[config.mk]
export PLATFORM = sky130hd
export DESIGN_NAME = mem_arbiter
export DESIGN_NICKNAME = d
export VERILOG_FILES = /design/src/rtl/mem_arbiter_pkg.sv /design/src/rtl/rr_picker.sv /design/src/rtl/mem_arbiter.sv
export SDC_FILE = /design/constraint.sdc
export NUM_CORES = 1
export LEC_CHECK = 0
export ABC_AREA = 1
export CORE_MARGIN = 4
export CORE_UTILIZATION = 26
export DETAILED_ROUTE_END_ITERATION = 7
export GPL_TIMING_DRIVEN = 0
export PLACE_DENSITY = 0.87
export SLEW_MARGIN = 5
export SYNTH_ARGS = -nofsm -noshare
export SYNTH_HDL_FRONTEND = slang
export SYNTH_SLANG_ARGS = --single-unit
export TNS_END_PERCENT = 10
[constraint.sdc]
create_clock -name clk -period 3 [get_ports clk]
set_input_delay 0.3 -clock clk [delete_from_list [all_inputs] [get_ports clk]]
set_output_delay 0.3 -clock clk [all_outputs]
set_load 0.03 [all_outputs]
[src/rtl/mem_arbiter_pkg.sv]
// -----------------------------------------------------------------------------
// mem_arbiter_pkg
//   Shared types and helpers for the mem_arbiter block and its round-robin
//   picker.
//
//   Contents:
//     ADDR_WIDTH / DATA_WIDTH  default memory geometry (16 x 8)
//     addr_t / data_t          memory address / data words
//     lock_state_t             lock FSM states (used with MEM_ARBITER_LOCK_EN)
//     rr_next(ptr, n)          next round-robin position, wrapping at n
// -----------------------------------------------------------------------------
package mem_arbiter_pkg;

    localparam int ADDR_WIDTH = 4;
    localparam int DATA_WIDTH = 8;

    typedef logic [ADDR_WIDTH-1:0] addr_t;
    typedef logic [DATA_WIDTH-1:0] data_t;

    typedef enum logic {
        IDLE   = 1'b0,
        LOCKED = 1'b1
    } lock_state_t;

    // Position after ptr in a ring of n ports.
    function automatic int unsigned rr_next(input int unsigned ptr,
                                            input int unsigned n);
        return (ptr + 32'd1 >= n) ? 32'd0 : ptr + 32'd1;
    endfunction

endpackage : mem_arbiter_pkg

[src/rtl/rr_picker.sv]
// -----------------------------------------------------------------------------
// rr_picker
//   Purely combinational round-robin selector. Scans the request vector
//   starting at rr_ptr and wrapping modulo N; the first set bit wins.
//   Written to be reusable by other arbiters.
//
//   Parameters:
//     N      number of requesters
//     PTR_W  width of the pointer / index
//
//   Ports:
//     valid   in   N      request vector
//     rr_ptr  in   PTR_W  highest-priority position for this cycle
//     grant   out  N      one-hot grant (all zero when nothing is requested)
//     idx     out  PTR_W  binary index of the granted requester
//     any     out  1      a grant was made
// -----------------------------------------------------------------------------
module rr_picker
    import mem_arbiter_pkg::*;
#(
    parameter int N     = 2,
    parameter int PTR_W = (N > 1) ? $clog2(N) : 1
) (
    input  logic [N-1:0]     valid,
    input  logic [PTR_W-1:0] rr_ptr,
    output logic [N-1:0]     grant,
    output logic [PTR_W-1:0] idx,
    output logic             any
);

    always_comb begin
        // NOTE: every output gets a default before the search so no path
        // through this block can hold a previous value and infer a latch.
        grant = '0;
        idx   = '0;
        any   = 1'b0;
        for (int k = 0; k < N; k++) begin
            if (!any && valid[(int'(rr_ptr) + k) % N]) begin
                grant[(int'(rr_ptr) + k) % N] = 1'b1;
                idx = PTR_W'((int'(rr_ptr) + k) % N);
                any = 1'b1;
            end
        end
    end

endmodule : rr_picker

[src/rtl/mem_arbiter.sv]
// -----------------------------------------------------------------------------
// mem_arbiter
//   Shares one single-port synchronous memory between N_PORTS requesters.
//   One access per cycle, round-robin fairness, one-cycle read latency with
//   a per-port read-valid strobe and a shared read-data bus.
//
//   Optional feature macro: MEM_ARBITER_LOCK_EN
//     Adds s_lock[N_PORTS] and a two-state lock FSM. A transfer with its
//     s_lock bit set makes that port the exclusive owner until it completes
//     a transfer with s_lock clear.
//
//   Parameters:
//     N_PORTS     number of requesters (2..4)
//     ADDR_WIDTH  memory address width
//     DATA_WIDTH  memory data width
//
//   Ports:
//     clk       in   1                      system clock
//     reset_n   in   1                      asynchronous active-low reset
//     s_valid   in   N_PORTS                per-port request valid
//     s_ready   out  N_PORTS                per-port grant / accept
//     s_we      in   N_PORTS                per-port 1 = write, 0 = read
//     s_addr    in   N_PORTS*ADDR_WIDTH     per-port address (port i at [i*AW +: AW])
//     s_wdata   in   N_PORTS*DATA_WIDTH     per-port write data
//     s_lock    in   N_PORTS                per-port lock request (MEM_ARBITER_LOCK_EN only)
//     s_rvalid  out  N_PORTS                per-port read-data-valid pulse
//     s_rdata   out  DATA_WIDTH             shared read data, zero when no s_rvalid
//     m_en      out  1                      memory enable
//     m_we      out  1                      memory write enable
//     m_addr    out  ADDR_WIDTH             memory address
//     m_wdata   out  DATA_WIDTH             memory write data
//     m_rdata   in   DATA_WIDTH             memory read data (registered in memory)
// -----------------------------------------------------------------------------
module mem_arbiter #(
    parameter int N_PORTS    = 2,
    parameter int ADDR_WIDTH = mem_arbiter_pkg::ADDR_WIDTH,
    parameter int DATA_WIDTH = mem_arbiter_pkg::DATA_WIDTH
) (
    input  logic                          clk,
    input  logic                          reset_n,
    input  logic [N_PORTS-1:0]            s_valid,
    output logic [N_PORTS-1:0]            s_ready,
    input  logic [N_PORTS-1:0]            s_we,
    input  logic [N_PORTS*ADDR_WIDTH-1:0] s_addr,
    input  logic [N_PORTS*DATA_WIDTH-1:0] s_wdata,
`ifdef MEM_ARBITER_LOCK_EN
    input  logic [N_PORTS-1:0]            s_lock,
`endif
    output logic [N_PORTS-1:0]            s_rvalid,
    output logic [DATA_WIDTH-1:0]         s_rdata,
    output logic                          m_en,
    output logic                          m_we,
    output logic [ADDR_WIDTH-1:0]         m_addr,
    output logic [DATA_WIDTH-1:0]         m_wdata,
    input  logic [DATA_WIDTH-1:0]         m_rdata
);

    import mem_arbiter_pkg::*;

    localparam int PTR_W = (N_PORTS > 1) ? $clog2(N_PORTS) : 1;

    // -------------------------------------------------------------------------
    // Arbitration
    // -------------------------------------------------------------------------
    logic [PTR_W-1:0]   rr_ptr_q;
    logic [N_PORTS-1:0] eff_valid;   // requests allowed to compete this cycle
    logic [N_PORTS-1:0] pick_grant;
    logic [PTR_W-1:0]   pick_idx;
    logic               pick_any;
    logic               fire;        // a transfer happens at the next edge
    logic               ptr_upd;     // this transfer advances the pointer

    rr_picker #(
        .N     (N_PORTS),
        .PTR_W (PTR_W)
    ) u_picker (
        .valid  (eff_valid),
        .rr_ptr (rr_ptr_q),
        .grant  (pick_grant),
        .idx    (pick_idx),
        .any    (pick_any)
    );

    // Grants are suppressed while reset is asserted so no requester believes
    // it was accepted by a block that is not running.
    assign s_ready = reset_n ? pick_grant : '0;
    assign m_en    = reset_n & pick_any;
    assign fire    = m_en;

    // -------------------------------------------------------------------------
    // Memory drive: mux the granted port's request, zero when idle.
    // -------------------------------------------------------------------------
    always_comb begin
        m_we    = 1'b0;
        m_addr  = '0;
        m_wdata = '0;
        if (pick_any) begin
            m_we    = s_we[pick_idx];
            m_addr  = s_addr[pick_idx*ADDR_WIDTH +: ADDR_WIDTH];
            m_wdata = s_wdata[pick_idx*DATA_WIDTH +: DATA_WIDTH];
        end
    end

    // -------------------------------------------------------------------------
    // Optional lock FSM
    // -------------------------------------------------------------------------
`ifdef MEM_ARBITER_LOCK_EN
    lock_state_t        state_q, state_d;
    logic [PTR_W-1:0]   owner_q, owner_d;
    logic [N_PORTS-1:0] owner_mask;

    always_comb begin
        owner_mask          = '0;
        owner_mask[owner_q] = 1'b1;
    end

    // While locked only the owner may compete; if it is idle nothing is
    // granted and the memory stays idle.
    assign eff_valid = (state_q == LOCKED) ? (s_valid & owner_mask) : s_valid;

    always_ff @(posedge clk or negedge reset_n) begin
        if (!reset_n) begin
            state_q <= IDLE;
            owner_q <= '0;
        end else begin
            state_q <= state_d;
            owner_q <= owner_d;
        end
    end

    always_comb begin
        state_d = state_q;
        owner_d = owner_q;
        unique case (state_q)
            IDLE: begin
                if (fire && s_lock[pick_idx]) begin
                    state_d = LOCKED;
                    owner_d = pick_idx;
                end
            end
            LOCKED: begin
                // Only the owner can fire here, so pick_idx == owner_q.
                if (fire && !s_lock[owner_q]) begin
                    state_d = IDLE;
                end
            end
            default: begin
                state_d = IDLE;
            end
        endcase
    end

    // The pointer is frozen for the duration of a lock; the releasing
    // transfer moves it past the owner like any ordinary transfer.
    assign ptr_upd = fire && ((state_q == IDLE) || (state_d == IDLE));
`else
    assign eff_valid = s_valid;
    assign ptr_upd   = fire;
`endif

    // -------------------------------------------------------------------------
    // Round-robin pointer
    // -------------------------------------------------------------------------
    always_ff @(posedge clk or negedge reset_n) begin
        if (!reset_n) begin
            rr_ptr_q <= '0;
        end else if (ptr_upd) begin
            // NOTE: state registers use non-blocking assignment so every
            // flop samples pre-edge values regardless of process order.
            rr_ptr_q <= PTR_W'(rr_next(32'(pick_idx), N_PORTS));
        end
    end

    // -------------------------------------------------------------------------
    // Read response: the memory registers its output, so the strobe is the
    // accepted read's grant delayed by one cycle. Reset drops a pending one.
    // -------------------------------------------------------------------------
    logic [N_PORTS-1:0] rvalid_q;

    always_ff @(posedge clk or negedge reset_n) begin
        if (!reset_n) begin
            rvalid_q <= '0;
        end else begin
            rvalid_q <= (fire && !m_we) ? pick_grant : '0;
        end
    end

    assign s_rvalid = rvalid_q;
    assign s_rdata  = (|rvalid_q) ? m_rdata : '0;

endmodule : mem_arbiter

==> results.toml <==
[final_layout]
nNetsFinal = 186
drive_gt1_share_pct = 10.20
multi_input_area_um2 = 282.8
num-fill-cells = 155
ff_latch_area_um2 = 75.07
diodes = 0
synthToLayoutAreaGrowth_pct = 144.9
final_core_util_pct = 67.11
final_cell_mix = "62 x clkdlybuf4s50_1, 25 x nand2_1, 15 x nand3_1, 13 x nor2_1, 12 x inv_1"
mostFrequentLayoutCell = "clkdlybuf4s50_1"
stdcell_area_mm2 = 0.001146
layout.cells.non_filler = 172

[clocking]
cts_max_path_buffers = 2
cts.sinks = 3
clock_latency_ns = 0.23
cts_root_buf = "clkbuf_4"
cts_setup_buffers = 0
cts.htree.levels = 1
cts_made_buffers = 3
cts_tree = "yes"
cts_resized = 0
path_clk_slew_ns = 0.04
cts_hold_buffers = 0

[floorplan]
num_rows = 15
die_h_um = 50.43
core_mm2 = 0.001708
chipWidth_um = 50.43
ios = 64
initial_core_util_pct = 27.40
fp.dieArea_mm2 = 0.002543

[setup_path]
path_class = "in -> out"
r2r_slack_ns = 2.06
r2r_cells = 6
start_kind = "input port"
r2r_end = "s_rvalid[0]"
rr_startpoint = "rr_ptr_q"
required_ns = 2.70
cp-end-kind = "output pin"
cp.arrival_ns = 1.96
path_max_fanout = 10

[detailed_routing]
vias = 740
drc_errors = 0
wirelength_um = 1967
routed_via_density = 4.302
avgRoutedWirePerCell_um = 11.44
drtPass1Iterations = 4
detail-route-antenna-nets = 0
first_iter_violations = 1

[synthesis]
ys_ff_latch = 3
syn_area_per_cell_um2 = 5.777
seq_area_frac_synth_pct = 16.04
ys_types = 13
syn_nets = 119
syn_area_um2 = 467.9
synthCells = 81
ys.warnings.count = 0

[status]
status = "finished, final reports clean"

[global_route]
grt_overflow = 0
grt_pass1_vias = 768
grt_antenna_before_repair = 0
grt_pass1_wl_um = 3153
grtUsageTotal_pct = 15.79
grt_start_max_net_pins = 11

[pwr]
power.leakage_nw = 0.5577
p_per_area_mw_per_mm2 = 294.7
power_uw = 337.8
ir_drop_mv = 0.1529

[timing]
fin_setup_tns_ns = 0
timing.max_slew.rel_slack_pct = 70.64
layout_min_cycle_time_ns = 2.264
rsz0062_at_grt = "false"
worst_pin_slew_ns = 0.4388
drv_slew = 0
clock_skew_ns = 0.0009785
fmax_ghz = 0.4417
hold_viol_final = 0
setup_viol = 0
min_period_over_period_pct = 75.47

[placed_design]
io_buffers = 62
place_area_mm2 = 0.001120
dp_hpwl_um = 1750
place.gp.congestion = 0.7166
dp_cells = 168

[flow_run]
max_cap_violations = 0

[min_path]
hp-class = "in -> async"
-- cell families after synthesis --
kind of cell / share of synthesized area [%]
AOI/OAI and AO/OA: 1.338
and+or+nand+nor: 59.09
buffers and inverters: 23.53
DFF: 16.04
-- final cells by class --
class / instances / area share, %
Inverter: 13 / 4.476
Multi-Input combinational cell: 61 / 24.67
Sequential cell: 3 / 6.550
Timing Repair Buffer: 62 / 54.15
Tap cell: 25 / 2.729
Buffer: 4 / 5.131
Clock buffer: 4 / 2.293
-- worst max-delay path, stage by stage --
cell and delay [ns]:
clkdlybuf4s50_1 0.57, nand2_4 0.10, inv_4 0.08, buf_12 0.12, nand2_1 0.05, nand2_1 0.06
clkdlybuf4s50_1 0.67
-- state kept, by name (all words and copies together) (netlist names) --
register	flops
rr_ptr_q	1
s_rvalid	2
-- layer usage --
layer / vias to the layer above / part of all wire [%] / global-route usage, %
met3: 2 / 12 / 3.561
li1: 379 / - / -
met4: 0 / 1.1 / 8.520
met1: 322 / 33 / 15.03
met5: - / 0 / 0
met2: 37 / 54 / 30.65
-- synthesized netlist by cell type (all sizes together) --
library cell | number | area share (%)
buf | 2 | 6.7
clkbuf | 2 | 5.9
dfrtp | 3 | 16
inv | 13 | 11
nand2 | 31 | 30
nand3 | 15 | 16
nor2 | 14 | 13
o22ai | 1 | 1.3
-- how the worst max path moves through the flow --
stage | depth (start not counted) | to | slack [ns] | start
floorplan | 5 | s_ready[1] | 1.59 | s_valid[0]
global placement | 7 | m_addr[0] | 0.75 | s_valid[1]
detailed placement | 7 | m_addr[0] | 0.73 | s_valid[1]
CTS | 7 | m_addr[2] | 0.73 | s_valid[1]
global route | 7 | m_wdata[1] | 0.65 | s_valid[1]
finish | 7 | m_addr[0] | 0.74 | s_valid[1]
-- power breakdown --
| group | switching [mW] | leakage, nW | internal [mW] |
|---|---|---|---|
| combinational | 0.113 | 0.504 | 0.111 |
| clock | 0.0196 | 0.0150 | 0.0498 |
| sequential | 0.00148 | 0.0392 | 0.0439 |
-- per-stage QoR --
step	hold WS (ns)	worst slack, ns
detailed placement	0.5070	0.7262
CTS	0.2579	0.7276
global placement	0.5019	0.7461
global route	0.2762	0.6516
floorplan	0.004409	1.589
finish	0.2638	0.7360
Power figures use the tool's default switching activity.
